===== src/rtl/mult_add_pkg.sv =====
// Shared constants, tag type and helpers for the mult_add request scheduler.
package mult_add_pkg;

    localparam int MULT_LAT  = 5;
    localparam int ADD_LAT   = 7;
    localparam int TOTAL_LAT = MULT_LAT + ADD_LAT + 1;

    // Tag id is sized for the largest supported requester count (8).
    localparam int TAG_IDW = 3;

    typedef struct packed {
        logic               valid;
        logic [TAG_IDW-1:0] id;
    } tag_t;

    function automatic int clog2(input int value);
        int result;
        result = 0;
        while ((32'sd1 <<< result) < value) begin
            result = result + 1;
        end
        return result;
    endfunction

endpackage


===== src/rtl/mult_add_sched_rr_arbiter.sv =====
// Round-robin arbiter: one-hot grant searching upward from ptr with wrap,
// plus the pointer value to load after a grant.
module rr_arbiter #(
    parameter int NUM_REQ = 4,
    parameter int IDW     = 2
) (
    input  logic [NUM_REQ-1:0] req,
    input  logic [IDW-1:0]     ptr,
    input  logic               hold,
    output logic [NUM_REQ-1:0] grant,
    output logic [IDW-1:0]     grant_id,
    output logic               grant_vld,
    output logic [IDW-1:0]     next_ptr
);
    import mult_add_pkg::*;

    logic [IDW:0]   sum_s;
    logic [IDW-1:0] idx_s;
    logic           take_s;

    // Priority search from ptr; the extra sum bit handles non-power-of-2 wrap.
    always_comb begin
        grant     = '0;
        grant_id  = '0;
        grant_vld = 1'b0;
        sum_s     = '0;
        idx_s     = '0;
        take_s    = 1'b0;
        for (int off = 0; off < NUM_REQ; off++) begin
            sum_s  = {1'b0, ptr} + (IDW+1)'(off);
            sum_s  = (sum_s >= (IDW+1)'(NUM_REQ)) ? (sum_s - (IDW+1)'(NUM_REQ)) : sum_s;
            idx_s  = sum_s[IDW-1:0];
            take_s = !grant_vld && !hold && req[idx_s];
            grant[idx_s] = grant[idx_s] | take_s;
            grant_id     = take_s ? idx_s : grant_id;
            grant_vld    = grant_vld | take_s;
        end
    end

    // Pointer moves one past the winner; no grant leaves it where it was.
    always_comb begin
        next_ptr = ptr;
        if (grant_vld) begin
            next_ptr = (grant_id == IDW'(NUM_REQ - 1)) ? '0 : (grant_id + IDW'(1));
        end else begin
            next_ptr = ptr;
        end
    end

endmodule


===== src/rtl/mult_add_sched.sv =====
// Shares one mult_add datapath among NUM_REQ requesters: round-robin issue,
// C-operand alignment, in-flight tag tracking and registered responses.
module mult_add_sched #(
    parameter int PRECISION = 32,
    parameter int NUM_REQ   = 4,
    parameter int MULT_LAT  = mult_add_pkg::MULT_LAT,
    parameter int ADD_LAT   = mult_add_pkg::ADD_LAT,
    parameter int IDW       = mult_add_pkg::clog2(NUM_REQ)
) (
    input  logic                           clk,
    input  logic                           rst,
    input  logic                           hold,
    input  logic [NUM_REQ-1:0]             req_valid,
    output logic [NUM_REQ-1:0]             req_ready,
    input  logic [NUM_REQ*PRECISION-1:0]   req_a,
    input  logic [NUM_REQ*PRECISION-1:0]   req_b,
    input  logic [NUM_REQ*PRECISION-1:0]   req_c,
    output logic [PRECISION-1:0]           dp_a,
    output logic [PRECISION-1:0]           dp_b,
    output logic [PRECISION-1:0]           dp_c,
    input  logic [PRECISION-1:0]           dp_mult_result,
    input  logic [PRECISION-1:0]           dp_add_result,
    output logic [NUM_REQ-1:0]             rsp_valid,
    output logic [IDW-1:0]                 rsp_id,
    output logic [PRECISION-1:0]           rsp_mult,
    output logic [PRECISION-1:0]           rsp_add,
    output logic                           busy,
    output logic [IDW+3:0]                 inflight
);
    import mult_add_pkg::*;

    localparam int DEPTH = MULT_LAT + ADD_LAT + 1;
    localparam int MDLY  = ADD_LAT + 1;
    localparam int CW    = IDW + 4;

    logic [NUM_REQ-1:0]   grant_s;
    logic [IDW-1:0]       grant_id_s;
    logic                 grant_vld_s;
    logic [IDW-1:0]       next_ptr_s;
    logic [PRECISION-1:0] sel_a_s, sel_b_s, sel_c_s;
    logic                 retire_s;

    logic [IDW-1:0]       rr_ptr_q, rr_ptr_d;
    logic [PRECISION-1:0] dp_a_q, dp_a_d, dp_b_q, dp_b_d, c_issue_q, c_issue_d;
    logic [PRECISION-1:0] c_dly_q [MULT_LAT];
    logic [PRECISION-1:0] c_dly_d [MULT_LAT];
    tag_t                 tag_q [DEPTH];
    tag_t                 tag_d [DEPTH];
    tag_t                 rsp_pend_q, rsp_pend_d;
    logic [PRECISION-1:0] mult_q [MDLY];
    logic [PRECISION-1:0] mult_d [MDLY];
    logic [NUM_REQ-1:0]   rsp_valid_q, rsp_valid_d;
    logic [IDW-1:0]       rsp_id_q, rsp_id_d;
    logic [PRECISION-1:0] rsp_mult_q, rsp_mult_d, rsp_add_q, rsp_add_d;
    logic [CW-1:0]        inflight_q, inflight_d;

    // Reset also masks grants so req_ready is quiet while rst is high.
    rr_arbiter #(
        .NUM_REQ (NUM_REQ),
        .IDW     (IDW)
    ) u_arb (
        .req       (req_valid),
        .ptr       (rr_ptr_q),
        .hold      (hold | rst),
        .grant     (grant_s),
        .grant_id  (grant_id_s),
        .grant_vld (grant_vld_s),
        .next_ptr  (next_ptr_s)
    );

    // AND-OR operand mux driven by the one-hot grant.
    always_comb begin
        sel_a_s = '0;
        sel_b_s = '0;
        sel_c_s = '0;
        for (int i = 0; i < NUM_REQ; i++) begin
            sel_a_s = sel_a_s | ({PRECISION{grant_s[i]}} & req_a[i*PRECISION +: PRECISION]);
            sel_b_s = sel_b_s | ({PRECISION{grant_s[i]}} & req_b[i*PRECISION +: PRECISION]);
            sel_c_s = sel_c_s | ({PRECISION{grant_s[i]}} & req_c[i*PRECISION +: PRECISION]);
        end
    end

    // Issue register, C delay line, tag pipeline and product delay line.
    always_comb begin
        rr_ptr_d   = next_ptr_s;
        dp_a_d     = grant_vld_s ? sel_a_s : dp_a_q;
        dp_b_d     = grant_vld_s ? sel_b_s : dp_b_q;
        c_issue_d  = grant_vld_s ? sel_c_s : c_issue_q;
        c_dly_d[0] = c_issue_q;
        for (int i = 1; i < MULT_LAT; i++) begin
            c_dly_d[i] = c_dly_q[i-1];
        end
        tag_d[0].valid = grant_vld_s;
        tag_d[0].id    = TAG_IDW'(grant_id_s);
        for (int i = 1; i < DEPTH; i++) begin
            tag_d[i] = tag_q[i-1];
        end
        // The tag leaving the pipeline lines up with dp_add_result one cycle on.
        rsp_pend_d = tag_q[DEPTH-1];
        mult_d[0]  = dp_mult_result;
        for (int i = 1; i < MDLY; i++) begin
            mult_d[i] = mult_q[i-1];
        end
    end

    // Response register contents and in-flight count.
    always_comb begin
        retire_s = tag_q[DEPTH-1].valid;
        for (int i = 0; i < NUM_REQ; i++) begin
            rsp_valid_d[i] = rsp_pend_q.valid && (rsp_pend_q.id == TAG_IDW'(i));
        end
        rsp_id_d   = rsp_pend_q.valid ? rsp_pend_q.id[IDW-1:0] : rsp_id_q;
        rsp_mult_d = rsp_pend_q.valid ? mult_q[MDLY-1]         : rsp_mult_q;
        rsp_add_d  = rsp_pend_q.valid ? dp_add_result          : rsp_add_q;
        case ({grant_vld_s, retire_s})
            2'b10:   inflight_d = inflight_q + CW'(1);
            2'b01:   inflight_d = inflight_q - CW'(1);
            default: inflight_d = inflight_q;
        endcase
    end

    // State registers; async reset drops every in-flight tag.
    always_ff @(posedge clk or posedge rst) begin
        if (rst) begin
            rr_ptr_q    <= '0;
            dp_a_q      <= '0;
            dp_b_q      <= '0;
            c_issue_q   <= '0;
            for (int i = 0; i < MULT_LAT; i++) c_dly_q[i] <= '0;
            for (int i = 0; i < DEPTH; i++)    tag_q[i]   <= '0;
            for (int i = 0; i < MDLY; i++)     mult_q[i]  <= '0;
            rsp_pend_q  <= '0;
            rsp_valid_q <= '0;
            rsp_id_q    <= '0;
            rsp_mult_q  <= '0;
            rsp_add_q   <= '0;
            inflight_q  <= '0;
        end else begin
            rr_ptr_q    <= rr_ptr_d;
            dp_a_q      <= dp_a_d;
            dp_b_q      <= dp_b_d;
            c_issue_q   <= c_issue_d;
            c_dly_q     <= c_dly_d;
            tag_q       <= tag_d;
            mult_q      <= mult_d;
            rsp_pend_q  <= rsp_pend_d;
            rsp_valid_q <= rsp_valid_d;
            rsp_id_q    <= rsp_id_d;
            rsp_mult_q  <= rsp_mult_d;
            rsp_add_q   <= rsp_add_d;
            inflight_q  <= inflight_d;
        end
    end

    assign req_ready = grant_s;
    assign dp_a      = dp_a_q;
    assign dp_b      = dp_b_q;
    assign dp_c      = c_dly_q[MULT_LAT-1];
    assign rsp_valid = rsp_valid_q;
    assign rsp_id    = rsp_id_q;
    assign rsp_mult  = rsp_mult_q;
    assign rsp_add   = rsp_add_q;
    assign inflight  = inflight_q;
    assign busy      = (inflight_q != '0) | grant_vld_s;

endmodule


===== config.mk =====
export PLATFORM = sky130hd
export DESIGN_NAME = mult_add_sched
export DESIGN_NICKNAME = d
export VERILOG_FILES = /design/src/rtl/mult_add_pkg.sv /design/src/rtl/mult_add_sched_rr_arbiter.sv /design/src/rtl/mult_add_sched.sv
export SDC_FILE = /design/constraint.sdc
export NUM_CORES = 1
export LEC_CHECK = 0
export CAP_MARGIN = 5
export CORE_AREA = 8 8 239 241
export DETAILED_ROUTE_END_ITERATION = 8
export DIE_AREA = 0 0 247 249
export MAX_ROUTING_LAYER = met4
export PLACE_DENSITY = 0.79
export SLEW_MARGIN = 10
export SYNTH_ARGS = -nofsm -noshare
export SYNTH_HDL_FRONTEND = slang
export SYNTH_SLANG_ARGS = --single-unit

===== constraint.sdc =====
create_clock -name clk -period 29.5 [get_ports clk]
set_input_delay 5.9 -clock clk [delete_from_list [all_inputs] [get_ports clk]]
set_output_delay 5.9 -clock clk [all_outputs]
set_load 0.1 [all_outputs]

==> impl_metrics.yaml <==
global_routing:
  grt_first_pass_wirelength_mm: 119.3
  grt_pass1_vias: 18300
  grt_max_degree: 140
  met3_usage_pct: 6.883
  gr-total-overflow: 0
  use_met2_pct: 43.41
  top_usage_layer: "met2"
  met1_usage_pct: 30.27
  grt_use_total_pct: 26.49
  antenna_found_initial: 25
die:
  ios: 632
  start_util_pct: 42.24
  rows: 85
  die_h_um: 249
  core_area_um2: 53280
  die_w_um: 247
  dieArea_um2: 61500
critical_path:
  path_buf_inv: 2
  rr_startpoint: "rr_ptr_q[1]$_DFFE_PP0P_"
  startpoint_type: "input pin"
  r2r-end: "c_issue_q[11]$_DFFE_PP0P_"
  r2r.worst_path.cells: 11
  cp.depth: 9
  critPathMaxFanout: 28
  end_kind: "primary output"
  startpoint: "req_valid[0]"
  crit_required_ns: 23.60
  crit_family: "buffers and inverters"
  max_stage_delay_ns: 1.13
  worstPathArrival_ns: 10.14
  crit_chain: "clkdlybuf4s50_1 -> mux4_2 -> nand3b_1 -> a21boi_1 -> o21ai_0 -> o211ai_1 -> a32o_4 -> or2_2 -> clkdlybuf4s50_1"
  critPathKind: "input pin to primary output"
  endpoint: "req_ready[2]"
  crit_path_top_delay_cell: "clkdlybuf4s50_1"
  reg2reg_setup_slack_ns: 24.05
  path_common_cell: "clkdlybuf4s50_1"
placed_design:
  hpwl_mm: 55.95
  port_buffers: 631
  dp_cells: 2786
  gp_congestion: 0.9718
  dp_slack_ns: 13.47
sta:
  maxSlewHeadroom_pct: 22.08
  rsz0062_at_grt: "false"
  max_clock_freq_ghz: 0.06234
  clock_skew_ns: 0.02188
  holdWs_ns: 0.3282
  timing.final.crit_share_pct: 54.38
  layout_min_cycle_time_ns: 16.04
  worst_pin_slew_ns: 1.165
  setup_viol: 0
  tns_ns: 0
  setup_ws_ns: 13.46
  finalMaxSlewViolations: 0
  finalHoldViolations: 0
routing:
  ant_nets: 0
  viasPerCell: 5.810
  drc: 0
  drt-total-wl_mm: 81.86
  drt_iter0_markers: 1755
  vias: 16960
  wire_per_inst_um: 28.04
  drt_pass1_iterations: 9
clock_network:
  cts-root-buf: "clkbuf_16"
  cts_sinks: 632
  cts_inserted_buffers: 60
  cts_hold_buf: 0
  clkTransAtPathRegs_ns: 0.07
  clock_latency_ns: 0.62
  post_cts_buffers: 0
  post_cts_resized: 0
  cts_max_path_buffers: 3
  cts_max_level: 2
  cts_tree: "yes"
min_path:
  min_from: "mult_d[141]$_DFF_PP0_"
  hold_depth: 0
  holdCritPathClass: "register to register"
yosys:
  ys_ff_latch: 632
  synthFlopType: "dfrtp_1"
  synth-edff-count: 0
  yosysTopAreaCellShare_pct: 70.28
  syn_inst: 1564
  yosysTopAreaCell: "dfrtp_1"
  ys_top_cells_by_area: "dfrtp_1, a222oi_1, mux2_2, a22oi_1, a2bb2oi_1"
  ys_seq_area_share_pct: 70.28
  syn_area_per_cell_um2: 14.39
  synth-async-reset-ratio_pct: 100.0
  syn_nets: 2029
  synth_area_um2: 22500
  synth_cell_types: 65
  yosysWarnings: 0
flow_run:
  max_cap_violations: 0
cells_and_area:
  final_cells: 2919
  final_nets: 2617
  drive_gt1_share_pct: 10.90
  area_growth_pct: 40.80
power:
  powerDensity_nw_per_um2: 122.3
  p_leak_uw: 0.01264
  irDropWorstVdd_mv: 0.09920
status:
  outcome: "completed"
[worst register-to-register path: stages (launching register included)]
cell	delay, ns
dfrtp_1	0.73
inv_1	0.29
ha_1	0.67
mux4_2	0.69
mux2i_1	0.30
nor3b_1	0.09
a311oi_1	0.36
a32o_1	0.32
nand2b_4	0.49
buf_4	0.90
a2bb2oi_1	0.37
nand4_1	0.11
[worst min path at each step]
stage,to,slack (ns)
2_1_floorplan,c_dly_d[0]$_DFF_PP0_,0.33
3_3_place_gp,c_dly_d[20]$_DFF_PP0_,0.33
3_5_place_dp,c_dly_d[10]$_DFF_PP0_,0.33
4_1_cts,c_dly_d[85]$_DFF_PP0_,0.32
5_1_grt,c_dly_d[23]$_DFF_PP0_,0.34
6_report,mult_d[109]$_DFF_PP0_,0.33
[per-stage QoR]
step           util, %  total power [µW]  cell area, µm²
2_1_floorplan        -              2487           22500
3_3_place_gp     55.02              2967           29320
3_5_place_dp     55.02              2995           29320
4_1_cts          59.37              3893           31630
5_1_grt          59.46              4021           31680
6_report         59.47              3876           31690
[flip-flops by register name, indices dropped and copies added (netlist names), 3 cells and up, named ones only]
| name | flops |
|---|---|
| dp_c | 32 |
| inflight | 6 |
| c_issue_q | 32 |
| c_dly_d | 128 |
| rsp_add | 32 |
| dp_a | 32 |
| mult_q | 32 |
| mult_d | 224 |
| dp_b | 32 |
| rsp_pend_q | 3 |
| rsp_mult | 32 |
| rsp_valid | 4 |
| tag_d | 36 |
[power breakdown]
group / internal [µW] / total (µW) / switching (µW)
Combinational: 555 / 1800 / 1250
Sequential: 1090 / 1190 / 104
Clock: 543 / 880 / 337
[cell usage in the layout, fill, tap and decap left out, types with 9 or more instances in the layout]
| cell | synthesis | layout |
|---|---|---|
| a21oi_1 | 9 | 9 |
| a222oi_1 | 96 | 96 |
| a22oi_1 | 96 | 96 |
| a2bb2oi_1 | 76 | 76 |
| a2bb2oi_2 | 20 | 20 |
| buf_4 | 5 | 23 |
| bufinv_16 | 0 | 17 |
| clkbuf_16 | 0 | 60 |
| clkdlybuf4s50_1 | 0 | 630 |
| dfrtp_1 | 632 | 631 |
| diode_2 | 0 | 22 |
| inv_1 | 11 | 10 |
| mux2_2 | 69 | 69 |
| nand2_1 | 111 | 111 |
| nand4_1 | 97 | 97 |
| nor2_1 | 12 | 12 |
| o21ai_0 | 95 | 95 |
| o21ai_1 | 14 | 14 |
[Yosys cell counts (all sizes together) (2+ instances only)]
cell and n:
or3 2, mux2 70, a222oi 96, xnor2 4, mux2i 6, and2 2, o21bai 2, o21ai 109
nor4 2, o21a 2, a2bb2oi 96, nor3 3, nor2b 2, nand2b 3, xor2 3, o211ai 4
nand3b 3, ha 9, nand3 4, nor2 12, or2 2, a31oi 3, dfrtp 632, a211oi 2
mux4 4, a221oi 3, inv 11, nor3b 5, and3 4, o31ai 3, nand2 111, clkbuf 87
nand4 97, buf 40, a21o 4, a22oi 96, a21oi 10, a32o 3
[cell families after synthesis]
kind of cell	after synthesis	share of synthesized area (%)
xor+xnor	7	0.2724
fa+ha+maj	10	0.5894
mux	80	4.242
compound gates	443	15.86
flops	632	70.28
buf+inv	138	2.902
simple gates	254	5.860
[final cells by class]
| type | instances | area [µm²] |
|---|---|---|
| Timing Repair Buffer | 653 | 6479 |
| Tap cell | 696 | 870.8 |
| Multi-Input combinational cell | 794 | 6101 |
| Antenna cell | 22 | 55.05 |
| Clock inverter | 36 | 688.2 |
| Clock buffer | 75 | 1628 |
| Inverter | 11 | 48.80 |
| Sequential cell | 632 | 15820 |
| Fill cell | 3980 | 21600 |
[per-layer routing]
| layer | up-vias | wire [µm] |
|---|---|---|
| met5 | - | 0 |
| met4 | 0 | 3763 |
| met3 | 208 | 7755 |
| met2 | 1066 | 40820 |
| met1 | 8545 | 29530 |
| li1 | 7140 | - |
(Power assumes the default switching activity.)
